<file path="config.mk">
export PLATFORM = sky130hd
export DESIGN_NAME = bsg_cache_nb_read_miss_resp_flat
export DESIGN_NICKNAME = d
export VERILOG_FILES = /design/src/rtl/bsg_cache_nb_pkg.sv /design/src/rtl/bsg_cache_nb_read_miss_resp_if.sv /design/src/rtl/bsg_cache_nb_load_align.sv /design/src/rtl/bsg_dff_en.sv /design/src/rtl/bsg_cache_nb_read_miss_resp.sv /design/src/flat_wrapper.sv
export SDC_FILE = /design/constraint.sdc
export NUM_CORES = 1
export LEC_CHECK = 0
export CAP_MARGIN = 0
export CORE_MARGIN = 8
export CORE_UTILIZATION = 47
export DETAILED_ROUTE_END_ITERATION = 10
export PLACE_DENSITY = 0.86
export SLEW_MARGIN = 20
export SYNTH_ARGS = -nofsm -noshare
export SYNTH_HDL_FRONTEND = slang
export SYNTH_SLANG_ARGS = --single-unit
export TNS_END_PERCENT = 20
</file>
<file path="constraint.sdc">
create_clock -name clk_i -period 16.68 [get_ports clk_i]
set_clock_uncertainty 0.1 [all_clocks]
set_input_delay 2.502 -clock clk_i [delete_from_list [all_inputs] [get_ports clk_i]]
set_output_delay 2.502 -clock clk_i [all_outputs]
set_load 0.1 [all_outputs]
</file>
<file path="src/rtl/bsg_cache_nb_pkg.sv">
// Shared definitions for the non-blocking cache: load size encoding,
// read-miss response FSM states and width helpers used by the queue and its readers.
package bsg_cache_nb_pkg;

    // Load size encoding carried in every read-miss entry and on the hit path.
    typedef enum logic [1:0] {
        e_size_1B = 2'd0,
        e_size_2B = 2'd1,
        e_size_4B = 2'd2,
        e_size_8B = 2'd3
    } size_op_e;

    // States of the read-miss response drain engine.
    typedef enum logic {
        e_rmr_idle  = 1'b0,
        e_rmr_serve = 1'b1
    } rmr_state_e;

    // Index width that never collapses to zero bits for single-element arrays.
    function automatic int safe_clog2(input int x);
        return (x <= 1) ? 1 : $clog2(x);
    endfunction

    // Width of one packed read-miss queue entry; the queue and every reader size storage with this.
    function automatic int rmq_entry_width(input int src_id_width,
                                           input int block_size_in_words,
                                           input int word_width);
        return src_id_width                      // src_id
             + safe_clog2(block_size_in_words)   // word_offset
             + 1                                 // mask_op
             + word_width / 8                    // mask
             + 2                                 // size_op
             + 1                                 // sigext_op
             + safe_clog2(word_width / 8)        // byte_sel
             + word_width                        // mshr_data
             + word_width / 8;                   // mshr_data_mask
    endfunction

endpackage

</file>
<file path="src/rtl/bsg_cache_nb_read_miss_resp_if.sv">
// Bundle of the start handshake, read-miss queue port and response port of the
// read-miss response block. The slave modport is the block's view, master the surroundings.
interface bsg_cache_nb_read_miss_resp_if
    import bsg_cache_nb_pkg::*;
#(
    parameter int block_size_in_words_p = 4,
    parameter int word_width_p          = 32,
    parameter int src_id_width_p        = 8,
    parameter int mshr_els_p            = 4
);
    localparam int lg_mshr_els_lp        = safe_clog2(mshr_els_p);
    localparam int lg_block_words_lp     = safe_clog2(block_size_in_words_p);
    localparam int data_mask_width_lp    = word_width_p / 8;
    localparam int lg_data_mask_width_lp = safe_clog2(word_width_p / 8);

    logic                                            start_v_i;
    logic                                            start_ready_o;
    logic [lg_mshr_els_lp-1:0]                       start_mshr_id_i;
    logic [block_size_in_words_p*word_width_p-1:0]   block_data_i;

    logic                                            rmq_v_o;
    logic [lg_mshr_els_lp-1:0]                       rmq_mshr_id_o;
    logic [src_id_width_p-1:0]                       rmq_src_id_i;
    logic [lg_block_words_lp-1:0]                    rmq_word_offset_i;
    logic                                            rmq_mask_op_i;
    logic [data_mask_width_lp-1:0]                   rmq_mask_i;
    size_op_e                                        rmq_size_op_i;
    logic                                            rmq_sigext_op_i;
    logic [lg_data_mask_width_lp-1:0]                rmq_byte_sel_i;
    logic [word_width_p-1:0]                         rmq_mshr_data_i;
    logic [data_mask_width_lp-1:0]                   rmq_mshr_data_mask_i;
    logic                                            rmq_yumi_o;
    logic                                            rmq_read_done_i;

    logic                                            v_o;
    logic                                            ready_i;
    logic [src_id_width_p-1:0]                       src_id_o;
    logic [word_width_p-1:0]                         data_o;
    logic                                            busy_o;

    modport slave (
        input  start_v_i, start_mshr_id_i, block_data_i,
        output start_ready_o,
        output rmq_v_o, rmq_mshr_id_o, rmq_yumi_o,
        input  rmq_src_id_i, rmq_word_offset_i, rmq_mask_op_i, rmq_mask_i,
        input  rmq_size_op_i, rmq_sigext_op_i, rmq_byte_sel_i,
        input  rmq_mshr_data_i, rmq_mshr_data_mask_i, rmq_read_done_i,
        output v_o, src_id_o, data_o, busy_o,
        input  ready_i
    );

    modport master (
        output start_v_i, start_mshr_id_i, block_data_i,
        input  start_ready_o,
        input  rmq_v_o, rmq_mshr_id_o, rmq_yumi_o,
        output rmq_src_id_i, rmq_word_offset_i, rmq_mask_op_i, rmq_mask_i,
        output rmq_size_op_i, rmq_sigext_op_i, rmq_byte_sel_i,
        output rmq_mshr_data_i, rmq_mshr_data_mask_i, rmq_read_done_i,
        input  v_o, src_id_o, data_o, busy_o,
        output ready_i
    );

endinterface

</file>
<file path="src/rtl/bsg_cache_nb_load_align.sv">
// Combinational load formatter shared by the hit path and the read-miss drain:
// overlays MSHR-held store bytes on the fetched word, then either byte-masks it
// or right-aligns, sizes and sign/zero-extends the requested field.
module bsg_cache_nb_load_align
    import bsg_cache_nb_pkg::*;
#(
    parameter int word_width_p = 32
) (
    input  logic [word_width_p-1:0]                    i_word,
    input  logic [word_width_p-1:0]                    i_mshr_data,
    input  logic [word_width_p/8-1:0]                  i_mshr_data_mask,
    input  logic                                       i_mask_op,
    input  logic [word_width_p/8-1:0]                  i_mask,
    input  size_op_e                                   i_size_op,
    input  logic                                       i_sigext,
    input  logic [safe_clog2(word_width_p/8)-1:0]      i_byte_sel,
    output logic [word_width_p-1:0]                    o_data
);

    localparam int bytes_lp = word_width_p / 8;

    logic [word_width_p-1:0] w_merged;
    logic [word_width_p-1:0] w_masked;
    logic [word_width_p-1:0] w_shifted;
    logic [word_width_p-1:0] w_extended;
    logic [7:0]              w_field_bits;
    logic                    w_sign;

    // Bytes still owned by the MSHR are newer than the refilled line, so they win.
    always_comb begin
        w_merged = i_word;
        for (int b = 0; b < bytes_lp; b++) begin
            if (i_mshr_data_mask[b]) begin
                w_merged[8*b +: 8] = i_mshr_data[8*b +: 8];
            end
        end
    end

    // Masked loads keep the selected bytes in place and zero the rest.
    always_comb begin
        w_masked = '0;
        for (int b = 0; b < bytes_lp; b++) begin
            if (i_mask[b]) begin
                w_masked[8*b +: 8] = w_merged[8*b +: 8];
            end
        end
    end

    assign w_shifted    = w_merged >> {i_byte_sel, 3'b000};
    assign w_field_bits = 8'd8 << i_size_op;

    // Pick the field's top bit and fill everything above the field with it (or zero).
    always_comb begin
        w_sign = 1'b0;
        for (int i = 0; i < word_width_p; i++) begin
            if (i == int'(w_field_bits) - 1) begin
                w_sign = w_shifted[i];
            end
        end
        w_extended = w_shifted;
        for (int i = 0; i < word_width_p; i++) begin
            if (i >= int'(w_field_bits)) begin
                w_extended[i] = i_sigext & w_sign;
            end
        end
    end

    // A field as wide as the word needs neither shift nor extension.
    always_comb begin
        if (i_mask_op) begin
            o_data = w_masked;
        end else if (int'(w_field_bits) >= word_width_p) begin
            o_data = w_merged;
        end else begin
            o_data = w_extended;
        end
    end

endmodule

</file>
<file path="src/rtl/bsg_dff_en.sv">
// Plain enable flop bank without reset; holds its value until the next enabled load.
module bsg_dff_en #(
    parameter int width_p = 1
) (
    input  logic               clk_i,
    input  logic               en_i,
    input  logic [width_p-1:0] data_i,
    output logic [width_p-1:0] data_o
);

    logic [width_p-1:0] r_data;

    // Capture the input only on enabled cycles.
    always_ff @(posedge clk_i) begin
        if (en_i) begin
            r_data <= data_i;
        end
    end

    assign data_o = r_data;

endmodule

</file>
<file path="src/rtl/bsg_cache_nb_read_miss_resp.sv">
// Read-miss response engine: after an MSHR refill it launches a read of that
// MSHR's miss queue, pops each entry, formats the load from the captured line
// and returns it through a one-entry valid/ready output register.
module bsg_cache_nb_read_miss_resp
    import bsg_cache_nb_pkg::*;
#(
    parameter int block_size_in_words_p = 4,
    parameter int word_width_p          = 32,
    parameter int src_id_width_p        = 8,
    parameter int mshr_els_p            = 4
) (
    input  logic                          clk_i,
    input  logic                          reset_i,
    bsg_cache_nb_read_miss_resp_if.slave  io
);

    localparam int lg_mshr_els_lp    = safe_clog2(mshr_els_p);
    localparam int lg_block_words_lp = safe_clog2(block_size_in_words_p);
    localparam int block_width_lp    = block_size_in_words_p * word_width_p;

    rmr_state_e                  r_state;
    logic [lg_mshr_els_lp-1:0]   r_mshr_id;
    logic                        r_v;
    logic [src_id_width_p-1:0]   r_src_id;
    logic [word_width_p-1:0]     r_data;

    logic [block_width_lp-1:0]   w_block;
    logic [word_width_p-1:0]     w_word;
    logic [word_width_p-1:0]     w_load_data;
    logic                        w_start_accept;
    logic                        w_yumi;
    logic                        w_done;

    // The queue's launch strobe is the accept itself, so the next cycle already has a head entry.
    assign w_start_accept = (r_state == e_rmr_idle) & io.start_v_i & ~reset_i;
    // Pop whenever the output register is empty or being drained this cycle.
    assign w_yumi = (r_state == e_rmr_serve) & (~r_v | io.ready_i);
    assign w_done = w_yumi & io.rmq_read_done_i;

    bsg_dff_en #(
        .width_p(block_width_lp)
    ) line_capture (
        .clk_i  (clk_i),
        .en_i   (w_start_accept),
        .data_i (io.block_data_i),
        .data_o (w_block)
    );

    // Select the word the head entry refers to out of the captured line.
    always_comb begin
        w_word = '0;
        for (int w = 0; w < block_size_in_words_p; w++) begin
            if (io.rmq_word_offset_i == lg_block_words_lp'(w)) begin
                w_word = w_block[w*word_width_p +: word_width_p];
            end
        end
    end

    bsg_cache_nb_load_align #(
        .word_width_p(word_width_p)
    ) load_align (
        .i_word           (w_word),
        .i_mshr_data      (io.rmq_mshr_data_i),
        .i_mshr_data_mask (io.rmq_mshr_data_mask_i),
        .i_mask_op        (io.rmq_mask_op_i),
        .i_mask           (io.rmq_mask_i),
        .i_size_op        (io.rmq_size_op_i),
        .i_sigext         (io.rmq_sigext_op_i),
        .i_byte_sel       (io.rmq_byte_sel_i),
        .o_data           (w_load_data)
    );

    // Idle/serve control: leave serve on the pop of the last queued entry.
    always_ff @(posedge clk_i) begin
        if (reset_i) begin
            r_state   <= e_rmr_idle;
            r_mshr_id <= '0;
        end else begin
            case (r_state)
                e_rmr_idle: begin
                    if (w_start_accept) begin
                        r_state   <= e_rmr_serve;
                        r_mshr_id <= io.start_mshr_id_i;
                    end
                end
                e_rmr_serve: begin
                    if (w_done) begin
                        r_state <= e_rmr_idle;
                    end
                end
                default: r_state <= e_rmr_idle;
            endcase
        end
    end

    // One-entry output register: load on pop, hold under backpressure, empty on drain.
    always_ff @(posedge clk_i) begin
        if (reset_i) begin
            r_v      <= 1'b0;
            r_src_id <= '0;
            r_data   <= '0;
        end else if (w_yumi) begin
            r_v      <= 1'b1;
            r_src_id <= io.rmq_src_id_i;
            r_data   <= w_load_data;
        end else if (io.ready_i) begin
            r_v <= 1'b0;
        end
    end

    assign io.start_ready_o = (r_state == e_rmr_idle);
    assign io.rmq_v_o       = w_start_accept;
    assign io.rmq_mshr_id_o = (r_state == e_rmr_idle) ? io.start_mshr_id_i : r_mshr_id;
    assign io.rmq_yumi_o    = w_yumi;
    assign io.v_o           = r_v;
    assign io.src_id_o      = r_src_id;
    assign io.data_o        = r_data;
    assign io.busy_o        = (r_state != e_rmr_idle) | r_v;

endmodule

</file>
<file path="src/flat_wrapper.sv">
// flat-port wrapper written by rule: the top's interface ports become plain ports
module bsg_cache_nb_read_miss_resp_flat import bsg_cache_nb_pkg::*;
#(
    parameter int block_size_in_words_p = 4,
    parameter int word_width_p          = 32,
    parameter int src_id_width_p        = 8,
    parameter int mshr_els_p            = 4
)
  (clk_i, reset_i, io_start_v_i, io_start_mshr_id_i, io_block_data_i, io_start_ready_o, io_rmq_v_o, io_rmq_mshr_id_o, io_rmq_yumi_o, io_rmq_src_id_i, io_rmq_word_offset_i, io_rmq_mask_op_i, io_rmq_mask_i, io_rmq_size_op_i, io_rmq_sigext_op_i, io_rmq_byte_sel_i, io_rmq_mshr_data_i, io_rmq_mshr_data_mask_i, io_rmq_read_done_i, io_v_o, io_src_id_o, io_data_o, io_busy_o, io_ready_i);
  bsg_cache_nb_read_miss_resp_if #(.block_size_in_words_p(block_size_in_words_p), .word_width_p(word_width_p), .src_id_width_p(src_id_width_p), .mshr_els_p(mshr_els_p)) io_i ();
  input  logic clk_i;
  input  logic reset_i;
  input wire logic [$bits(io_i.start_v_i)-1:0] io_start_v_i;
  input wire logic [$bits(io_i.start_mshr_id_i)-1:0] io_start_mshr_id_i;
  input wire logic [$bits(io_i.block_data_i)-1:0] io_block_data_i;
  output wire logic [$bits(io_i.start_ready_o)-1:0] io_start_ready_o;
  output wire logic [$bits(io_i.rmq_v_o)-1:0] io_rmq_v_o;
  output wire logic [$bits(io_i.rmq_mshr_id_o)-1:0] io_rmq_mshr_id_o;
  output wire logic [$bits(io_i.rmq_yumi_o)-1:0] io_rmq_yumi_o;
  input wire logic [$bits(io_i.rmq_src_id_i)-1:0] io_rmq_src_id_i;
  input wire logic [$bits(io_i.rmq_word_offset_i)-1:0] io_rmq_word_offset_i;
  input wire logic [$bits(io_i.rmq_mask_op_i)-1:0] io_rmq_mask_op_i;
  input wire logic [$bits(io_i.rmq_mask_i)-1:0] io_rmq_mask_i;
  input wire logic [$bits(io_i.rmq_size_op_i)-1:0] io_rmq_size_op_i;
  input wire logic [$bits(io_i.rmq_sigext_op_i)-1:0] io_rmq_sigext_op_i;
  input wire logic [$bits(io_i.rmq_byte_sel_i)-1:0] io_rmq_byte_sel_i;
  input wire logic [$bits(io_i.rmq_mshr_data_i)-1:0] io_rmq_mshr_data_i;
  input wire logic [$bits(io_i.rmq_mshr_data_mask_i)-1:0] io_rmq_mshr_data_mask_i;
  input wire logic [$bits(io_i.rmq_read_done_i)-1:0] io_rmq_read_done_i;
  output wire logic [$bits(io_i.v_o)-1:0] io_v_o;
  output wire logic [$bits(io_i.src_id_o)-1:0] io_src_id_o;
  output wire logic [$bits(io_i.data_o)-1:0] io_data_o;
  output wire logic [$bits(io_i.busy_o)-1:0] io_busy_o;
  input wire logic [$bits(io_i.ready_i)-1:0] io_ready_i;
  assign io_i.start_v_i = io_start_v_i;
  assign io_i.start_mshr_id_i = io_start_mshr_id_i;
  assign io_i.block_data_i = io_block_data_i;
  assign io_start_ready_o = io_i.start_ready_o;
  assign io_rmq_v_o = io_i.rmq_v_o;
  assign io_rmq_mshr_id_o = io_i.rmq_mshr_id_o;
  assign io_rmq_yumi_o = io_i.rmq_yumi_o;
  assign io_i.rmq_src_id_i = io_rmq_src_id_i;
  assign io_i.rmq_word_offset_i = io_rmq_word_offset_i;
  assign io_i.rmq_mask_op_i = io_rmq_mask_op_i;
  assign io_i.rmq_mask_i = io_rmq_mask_i;
  assign io_i.rmq_size_op_i = io_rmq_size_op_i;
  assign io_i.rmq_sigext_op_i = io_rmq_sigext_op_i;
  assign io_i.rmq_byte_sel_i = io_rmq_byte_sel_i;
  assign io_i.rmq_mshr_data_i = io_rmq_mshr_data_i;
  assign io_i.rmq_mshr_data_mask_i = io_rmq_mshr_data_mask_i;
  assign io_i.rmq_read_done_i = io_rmq_read_done_i;
  assign io_v_o = io_i.v_o;
  assign io_src_id_o = io_i.src_id_o;
  assign io_data_o = io_i.data_o;
  assign io_busy_o = io_i.busy_o;
  assign io_i.ready_i = io_ready_i;
  bsg_cache_nb_read_miss_resp #(.block_size_in_words_p(block_size_in_words_p), .word_width_p(word_width_p), .src_id_width_p(src_id_width_p), .mshr_els_p(mshr_els_p)) u_core (.clk_i(clk_i), .reset_i(reset_i), .io(io_i));
endmodule
</file>
==> results.py <==
metrics = {
    "drt": {
        "viasPerCell": 5.59,
        "vias": 5820,
        "avgRoutedWirePerCell_um": 21.5,
        "finalWirelength_um": 22400,
        "ant_nets": 0,
        "drt_pass1_iterations": 8,
        "route.detailed.drc": 0,
        "drtIter0Drc": 552,
    },
    "worst_setup_path": {
        "critPathCaptureType": "output pin",
        "crit_chain": "buf_2 > nor3b_4 > buf_4 > clkdlybuf4s50_1",
        "crit_path_start_kind": "input port",
        "worst-setup-path-type": "in2out",
        "arrival_ns": 4.92,
        "path_delay_family": "buffers and inverters",
        "worstSetupPathDepth": 4,
        "required_ns": 14.08,
        "r2r_cells": 7,
        "cp_max_fo": 44,
        "critical-path-slowest-cell": "clkdlybuf4s50_1",
        "worst-path-buf-inv": 3,
        "cpPeakStageDelay_ns": 1.24,
    },
    "final_layout": {
        "drive_gt1_share_pct": 10.5,
        "n_fill_cell": 1207,
        "fin_nets": 1004,
        "final_cell_count_no_fill": 1042,
        "area_growth_syn_to_layout_pct": 39.7,
        "design_area_mm2": 0.0107,
        "seq_area_mm2": 0.00472,
        "antenna_cells": 0,
        "multiInputGateArea_mm2": 0.00267,
    },
    "global_route": {
        "grt_start_max_net_pins": 61,
        "grt_pass1_vias": 6112,
        "antenna_found_initial": 0,
        "grt-ovfl-total": 0,
        "grt_pass1_wl_um": 33900,
        "grtUsageTotal_pct": 22.0,
    },
    "cts": {
        "clock_path_buffers": 2,
        "clk_pin_slew_ns": 0.06,
        "cts.repair.resized": 0,
        "cts_sinks": 172,
        "clock_latency_ns": 0.42,
        "cts_setup_buffers": 0,
        "numCtsBuffers": 17,
        "cts-root-buf": "clkbuf_16",
        "postCtsHoldBufs": 0,
        "htree_levels": 4,
        "cts_tree": "built",
    },
    "power_and_ir_drop": {
        "max-vdd-ir-drop_mv": 0.0626,
        "power_density_mw_per_mm2": 103,
        "p_leak_nw": 3.75,
    },
    "floorplan": {
        "die_w_um": 144,
        "io_pins": 238,
        "core_mm2": 0.0159,
        "start_util_pct": 48.1,
        "die-area_mm2": 0.0206,
        "rows": 46,
        "die_h_um": 144,
    },
    "hold_path": {
        "hold_depth": 2,
        "min_path_type": "reg2reg",
    },
    "yosys": {
        "ys.flop_type": "edfxtp_1",
        "yosysWarnings": 0,
        "synth_edf_count": 128,
        "synth_area_per_cell_um2": 13.0,
        "syn-instance-count": 586,
        "ys_types": 58,
        "ys_seq_area_share_pct": 61.8,
        "ys_ff_latch": 172,
        "synth_area_mm2": 0.00765,
        "async_reset_ff_share_pct": 0,
        "synth_nets": 777,
    },
    "timing": {
        "fin_crit_sh_pct": 45.1,
        "slew_viol_final": 0,
        "max_freq_mhz": 133,
        "fin_setup_tns_ns": 0,
        "hold_viol": 0,
        "max_slew.worst_pin.slew_ns": 1.05,
        "max-slew-margin-rel_pct": 29.7,
        "setup_viol": 0,
        "period_minus_slack_ns": 7.52,
        "rsz0062_at_grt": "false",
    },
    "placement": {
        "post-dp-hpwl_um": 16800,
        "placed_cell_area_mm2": 0.0101,
        "gp_congestion": 0.950,
        "portBuffers": 237,
        "place_inst": 1010,
    },
    "job": {
        "cap_violations": 0,
    },
    "status": {
        "status": "finished clean",
    },
}
[path summary, 6_finish.rpt]
check | startpoint | slack (ns) | end
worst max register to register | u_core.r_state | 14.04 | u_core.io.data_o[21]
worst min-delay path | u_core.io.src_id_o[3] | 0.36 | u_core.io.src_id_o[3]
worst max-delay path | reset_i | 9.16 | io_rmq_v_o
worst min register to register | u_core.io.src_id_o[3] | 0.36 | u_core.io.src_id_o[3]
[layer usage]
layer / GRT usage [%] / wire, um / up-vias
met1: 25.6 / 8280 / 2779
met2: 37.3 / 11400 / 304
li1: - / - / 2697
met4: 7.91 / 526 / 0
met5: 0 / 0 / -
met3: 6.97 / 2160 / 40
[cell families (layout without fill, tap and decap cells)]
group | Yosys count | count (layout) | share of synthesized area, %
compound gates | 155 | 155 | 14.3
xor+xnor | 1 | 1 | 0.115
buf+inv | 45 | 285 | 3.40
flops | 172 | 172 | 61.8
mux | 66 | 66 | 11.8
simple gates | 147 | 147 | 8.51
[synthesized netlist by cell type (2+ instances only)]
| cell | count | share of area (%) |
|---|---|---|
| edfxtp_1 | 128 | 50 |
| nor2_1 | 62 | 3.0 |
| a21oi_1 | 54 | 3.5 |
| dfxtp_1 | 44 | 12 |
| nand2_1 | 43 | 2.1 |
| mux2i_1 | 35 | 4.6 |
| o21ai_0 | 23 | 1.5 |
| clkbuf_1 | 18 | 0.88 |
| mux2_2 | 14 | 2.1 |
| mux4_2 | 13 | 3.8 |
| a211oi_1 | 12 | 1.2 |
| o22ai_1 | 12 | 0.98 |
| nand2b_1 | 9 | 0.74 |
| a31oi_1 | 8 | 0.65 |
| a2111oi_2 | 7 | 1.4 |
| inv_1 | 7 | 0.34 |
| nor2b_1 | 7 | 0.57 |
| nor3_1 | 7 | 0.46 |
| a221oi_1 | 6 | 0.69 |
| a22oi_1 | 6 | 0.59 |
| or3_1 | 6 | 0.49 |
| a311oi_1 | 4 | 0.46 |
| buf_1 | 4 | 0.20 |
| buf_6 | 4 | 0.59 |
| mux4_1 | 4 | 1.4 |
| and2_1 | 3 | 0.25 |
| buf_12 | 3 | 0.79 |
| buf_2 | 3 | 0.20 |
| or2_2 | 3 | 0.25 |
| a211o_1 | 2 | 0.23 |
| a21o_1 | 2 | 0.20 |
| and2b_1 | 2 | 0.20 |
| buf_4 | 2 | 0.20 |
| clkinv_1 | 2 | 0.098 |
| nand3_1 | 2 | 0.13 |
| nor3b_1 | 2 | 0.20 |
| o2bb2ai_1 | 2 | 0.23 |
[metrics by stage]
stage / setup WS (ns) / hold slack, ns / utilization [%] / total power [mW]
after global placement: 9.21 / 0.342 / 63.6 / 0.728
after floorplan: 5.32 / 0.346 / - / 0.647
after global routing: 9.07 / 0.380 / 67.3 / 1.14
after CTS: 9.16 / 0.357 / 67.3 / 1.11
final: 9.16 / 0.358 / 67.3 / 1.11
after detailed placement: 9.17 / 0.346 / 63.6 / 0.732
[cells in the final DEF (no fill, tap or decap), types with 2 or more instances in the layout]
master / count
clkbuf_1: 2
clkdlybuf4s50_1: 234
a211o_1: 2
a21oi_1: 54
o22ai_1: 12
inv_1: 7
buf_4: 6
o21ai_0: 23
a22oi_1: 6
clkbuf_8: 3
a211oi_1: 12
nor3_1: 7
buf_2: 3
mux2_2: 14
nand2_1: 43
and2b_1: 2
and2_1: 3
edfxtp_1: 128
nand3_1: 2
or2_2: 3
a311oi_1: 4
nor2b_1: 7
mux4_2: 13
a221oi_1: 6
clkinv_4: 2
or3_1: 6
dfxtp_1: 44
clkinv_1: 2
o2bb2ai_1: 2
a2111oi_2: 7
nand2b_1: 9
nor2_1: 62
mux2i_1: 35
mux4_1: 4
a21o_1: 2
a31oi_1: 8
inv_4: 2
clkbuf_16: 19
clkinv_2: 3
[power by group]
| part | internal [mW] | leakage (nW) | total [mW] | switching [mW] |
|---|---|---|---|---|
| registers | 0.484 | 1.55 | 0.493 | 0.00900 |
| logic | 0.0875 | 1.91 | 0.231 | 0.144 |
| clock network | 0.221 | 0.291 | 0.381 | 0.160 |
[final cells by class]
| cell class | count | share of cell area, % |
|---|---|---|
| Timing Repair Buffer | 243 | 22.5 |
| Sequential cell | 172 | 44.2 |
| Multi-Input combinational cell | 369 | 25.0 |
| Clock buffer | 24 | 4.91 |
| Inverter | 10 | 0.351 |
| Clock inverter | 8 | 0.504 |
| Tap cell | 216 | 2.53 |
[sequential cells by signal (all words and copies together), names as in the netlist]
register,count
u_core.io.data_o,32
u_core.io.src_id_o,8
u_core.io.v_o,1
u_core.line_capture.data_o,128
u_core.r_mshr_id,2
u_core.r_state,1
[worst reg2reg max path, cell delays in order (launching register included)]
cell and delay (ns):
dfxtp_1 0.48, nand2_1 0.09, buf_4 0.27, inv_1 0.13, buf_4 0.43, nand2_1 0.51, a21oi_1 0.39, a2111oi_4 0.08
No activity file was read; power rests on OpenSTA's default activity.
